## src/rtl/bitwise_serial_unit.sv

```systemverilog
// bitwise_serial_unit
//   Bit-serial front end for the bitwise logic path. Operand A then operand B
//   arrive LSB first over an in_valid/in_ready handshake; the opcode is taken
//   with the first A bit. After one EXEC cycle the WIDTH-bit result is
//   returned LSB first over an out_valid/out_ready handshake.
//
// Ports
//   clk        rising-edge clock
//   rst_n      asynchronous active-low reset
//   in_valid   in_bit/in_op valid this cycle
//   in_ready   block accepts an input bit this cycle (state decode only)
//   in_bit     serial operand bit
//   in_op      opcode: 00 OR, 01 AND, 10 XOR, 11 NOR
//   out_valid  out_bit valid
//   out_ready  sink accepts out_bit
//   out_bit    serial result bit
//   out_last   marks result bit WIDTH-1
//   busy       high unless idle in LOAD_A with no bits received
//
// state  | meaning
// LOAD_A | shifting in operand A (opcode latched on first bit)
// LOAD_B | shifting in operand B
// EXEC   | one cycle, result computed from A, B and latched opcode
// SEND   | shifting out result, waits on out_ready

module bitwise_serial_unit #(
  parameter int WIDTH = 4
) (
  input  logic       clk,
  input  logic       rst_n,
  input  logic       in_valid,
  output logic       in_ready,
  input  logic       in_bit,
  input  logic [1:0] in_op,
  output logic       out_valid,
  input  logic       out_ready,
  output logic       out_bit,
  output logic       out_last,
  output logic       busy
);

  localparam int CW = (WIDTH > 2) ? $clog2(WIDTH) : 1;
  localparam logic [CW-1:0] CNT_MAX = CW'(WIDTH - 1);

  typedef enum logic [1:0] {
    LOAD_A = 2'd0,
    LOAD_B = 2'd1,
    EXEC   = 2'd2,
    SEND   = 2'd3
  } state_t;

  state_t           state;
  state_t           next_state;
  logic [CW-1:0]    cnt;
  logic [WIDTH-1:0] a_reg;
  logic [WIDTH-1:0] b_reg;
  logic [WIDTH-1:0] result;
  logic [WIDTH-1:0] op_result;
  logic [1:0]       op_reg;
  logic             in_xfer;
  logic             out_xfer;
  logic             cnt_last;

  assign in_xfer  = in_valid & in_ready;
  assign out_xfer = out_valid & out_ready;
  assign cnt_last = (cnt == CNT_MAX);
  assign busy     = !((state == LOAD_A) && (cnt == '0));

  always_comb begin
    op_result = '0;
    case (op_reg)
      2'b00:   op_result = a_reg | b_reg;
      2'b01:   op_result = a_reg & b_reg;
      2'b10:   op_result = a_reg ^ b_reg;
      default: op_result = ~(a_reg | b_reg);
    endcase
  end

  always_ff @(posedge clk or negedge rst_n) begin
    if (!rst_n) state <= LOAD_A;
    else        state <= next_state;
  end

  // outputs depend only on state and registers, never on the handshake inputs
  always_comb begin
    next_state = state;
    in_ready   = 1'b0;
    out_valid  = 1'b0;
    out_bit    = 1'b0;
    out_last   = 1'b0;
    case (state)
      LOAD_A: begin
        in_ready = 1'b1;
        if (in_valid && cnt_last) next_state = LOAD_B;
      end
      LOAD_B: begin
        in_ready = 1'b1;
        if (in_valid && cnt_last) next_state = EXEC;
      end
      EXEC: begin
        next_state = SEND;
      end
      SEND: begin
        out_valid = 1'b1;
        out_bit   = result[cnt];
        out_last  = cnt_last;
        if (out_ready && cnt_last) next_state = LOAD_A;
      end
      default: next_state = LOAD_A;
    endcase
  end

  always_ff @(posedge clk or negedge rst_n) begin
    if (!rst_n) begin
      cnt    <= '0;
      a_reg  <= '0;
      b_reg  <= '0;
      result <= '0;
      op_reg <= 2'b00;
    end else begin
      case (state)
        LOAD_A: begin
          if (in_xfer) begin
            a_reg[cnt] <= in_bit;
            if (cnt == '0) op_reg <= in_op;
            cnt <= cnt_last ? '0 : cnt + CW'(1);
          end
        end
        LOAD_B: begin
          if (in_xfer) begin
            b_reg[cnt] <= in_bit;
            cnt <= cnt_last ? '0 : cnt + CW'(1);
          end
        end
        EXEC: begin
          result <= op_result;
        end
        SEND: begin
          if (out_xfer) begin
            if (cnt_last) begin
              cnt   <= '0;
              a_reg <= '0;
              b_reg <= '0;
            end else begin
              cnt <= cnt + CW'(1);
            end
          end
        end
        default: cnt <= '0;
      endcase
    end
  end

endmodule

```

## config.mk

```make
export PLATFORM = sky130hd
export DESIGN_NAME = bitwise_serial_unit
export DESIGN_NICKNAME = d
export VERILOG_FILES = /design/src/rtl/bitwise_serial_unit.sv
export SDC_FILE = /design/constraint.sdc
export NUM_CORES = 1
export LEC_CHECK = 0
export CORE_UTILIZATION = 55
export CTS_BUF_LIST = sky130_fd_sc_hd__clkbuf_16
export DETAILED_ROUTE_END_ITERATION = 10
export DONT_BUFFER_PORTS = 1
export HOLD_SLACK_MARGIN = 0.03
export PLACE_DENSITY = 0.7
export SYNTH_ARGS = -nofsm -noshare
export SYNTH_HDL_FRONTEND = slang
export SYNTH_SLANG_ARGS = --single-unit
```

## constraint.sdc

```tcl
create_clock -name clk -period 2.5 [get_ports clk]
set_input_delay 0.5 -clock clk [delete_from_list [all_inputs] [get_ports clk]]
set_output_delay 0.5 -clock clk [all_outputs]
set_load 0.02 [all_outputs]
```

==> flow_summary.toml <==
[run_status]
status = "completed"

[logic_synthesis]
synth-seq-cells = 18
syn-cell-area_sq_um = 1260
synth_top_area_cell = "dfrtp_1"
netlist.area_leader.share = 0.356
syn_inst = 134
synthDistinctLibCells = 32
syn_area_per_cell_sq_um = 9.43
synth_nets = 158
synthTopCellsByArea = "dfrtp_1 36%, ha_1 17%, mux2_2 5.3%"
yosysSeqAreaShare = 0.356
yosysWarningCount = 0

[floorplan]
core_sq_um = 2060
initial_core_util = 0.613
die_h_um = 49.9
ios = 12
num_rows = 16
die_w_um = 49.9
die_area_sq_um = 2490

[power]
powerDensity_nw_per_um2 = 1430
power_mw = 1.98
power_leakage_nw = 0.666
peakVddDrop_mv = 1.09

[worst_setup_path]
reg2reg_depth = 5
cp_max_fo = 6
r2r_start = "state[1]$_DFFE_PN0P_"
crit_arrival_ns = 1.47
worstSetupEndpointType = "output pin"
crit_type = "register to output pin"
cp.required_ns = 2.00
start_kind = "register"
crit_buf_inv = 0
crit_chain = "mux4_2 > and2_1"
timing.rr.end = "state[1]$_DFFE_PN0P_"
cp_top_family = "multiplexers"
cp_slowest_cell = "mux4_2"
r2r_slack_ns = 0.59
cp_slowest_stage_delay_ns = 0.52

[place]
dp_hpwl_um = 1920
io_buffers = 0
place_congestion = 0.811
place_inst = 159

[clock_network]
clk_latency_ns = 0.25
cts_made_buffers = 3
cts_resized = 0
cts_root_buffer = "clkbuf_16"
clk_pin_slew_worst_paths_ns = 0.05
cts.path.max_buffers = 2
cts_setup_buffers = 0
clock_sinks = 18
cts_tree = "built"
htree_levels = 1

[global_route]
grt_start_max_net_pins = 19
antenna_found_initial = 0
grt_pass1_wl_um = 4650
globalRoute.totalOverflow = 0
grt_use_total = 0.248
grt_pass1_vias = 1035

[sta]
fin_crit_ns = 1.97
setup-tns-final_ns = 0
hold_violations = 0
hold_ws_ns = 0.404
slew_violations = 0
fin_crit_sh = 0.788
tightest_slew_ns = 0.814
final-setup-viol-count = 0
rsz0062_at_grt = "no"
relSlewSlack = 0.455
clock_skew_ns = 0.000977
fmax_ghz = 0.508

[hold_path]
holdPathEnd = "op_reg[0]$_DFFE_PN0P_"
worstHoldStart = "in_op[0]"
hp-class = "input pin to register"
whs_path_depth = 1

[route]
first_pass_iters = 4
wl_per_cell_um = 15.1
num_vias = 973
drt-initial-drc-count = 17
drc = 0
vias_per_cell = 5.93
drtAntennaViolNets = 0
wl_um = 2470

[final_layout]
drive_above_1_share = 0.109
stdcell_count = 164
nets = 162
area_delta_synth_final_pct = 9.41
antenna_cells = 0
n_fill_cell = 162

[job]
max_cap_violations = 0
[report_power, final]
group          switching (mW)  internal (mW)
Clock                   0.110          0.213
Combinational           0.584          0.486
Sequential              0.155          0.436
Total                   0.849           1.13
[worst max path at each step]
stage                         start                    to  slack [ns]  depth (start not counted)
6_report         cnt[0]$_DFFE_PN0P_               out_bit        0.53                          2
3_3_place_gp   state[1]$_DFFE_PN0P_  state[1]$_DFFE_PN0P_        0.68                          5
2_1_floorplan  state[0]$_DFFE_PN0P_  state[1]$_DFFE_PN0P_        0.68                          4
5_1_grt        state[0]$_DFFE_PN0P_  a_reg[0]$_DFFE_PN0P_        0.44                          5
3_5_place_dp   state[1]$_DFFE_PN0P_  state[1]$_DFFE_PN0P_        0.63                          5
4_1_cts          cnt[0]$_DFFE_PN0P_               out_bit        0.52                          2
[layout by cell type, fill, tap and decap left out, types with 4 or more instances in the layout]
cell type and instances:
ha_1 17, nor3_1 6, mux2i_1 4, inv_1 17
a31oi_1 4, a211o_1 4, dfrtp_1 18, mux2_2 6
nor2b_1 4, nand2_1 10, nor2_1 11, o21ai_0 5
[layer usage]
layer	track usage	up-vias	wire [um]
li1	-	472	-
met1	0.300	473	1090
met2	0.439	22	1240
met3	0.0494	6	108
met4	0.0714	0	40
met5	0	-	0
[cell usage after synthesis]
library cell and count:
clkbuf_2 1, ha_1 17, dfrtp_1 18, o31ai_1 1
mux2_2 6, o2bb2ai_1 2, o21ba_2 1, nor2_1 11
or3_1 2, a31oi_1 4, nand3_1 2, o22ai_1 1
nor2b_1 4, a21boi_0 1, nand2_1 10, and2_0 1
o21ai_0 5, or2_2 1, a211o_1 4, inv_1 17
mux2i_1 4, nand4_1 2, mux4_2 1, buf_2 2
and2_1 2, nor3_1 6, a211oi_1 1, o211ai_1 1
o311ai_0 2, nand2b_1 2, mux2_4 1, clkbuf_1 1
[worst register-to-register path, cell delays in order (launching register included)]
cell     delay [ns]
dfrtp_1        0.40
inv_1          0.10
ha_1           0.27
or3_1          0.37
a211o_1        0.35
mux2_4         0.31
[what timing repair did]
action                     CTS  global route
hold endpoints to repair    18             0
setup endpoints to repair    0             0
hold buffers                 1             0
[cell families after synthesis]
family / Yosys count / synth area share
compound gates: 23 / 0.132
fa+ha+maj: 17 / 0.168
buf+inv: 21 / 0.0653
flops: 18 / 0.356
mux: 12 / 0.115
simple gates: 43 / 0.163
[metrics by stage]
stage	area [sq um]	worst slack (ns)	util
after global routing	1380	0.445	0.671
final	1380	0.530	0.671
after floorplan	1260	0.679	-
after global placement	1290	0.684	0.627
after CTS	1380	0.519	0.671
after detailed placement	1290	0.631	0.627
[final cells by class]
cell class	instances	area (sq um)	share of cell area
clock buffers	3	75.1	0.0543
inverters	17	63.8	0.0462
multi-input cells	95	731	0.529
well taps	27	33.8	0.0244
clock inverters	1	3.75	0.00271
flip-flops and latches	18	450	0.326
repair buffers	3	25.0	0.0181
No activity file was read; power rests on OpenSTA's default activity.
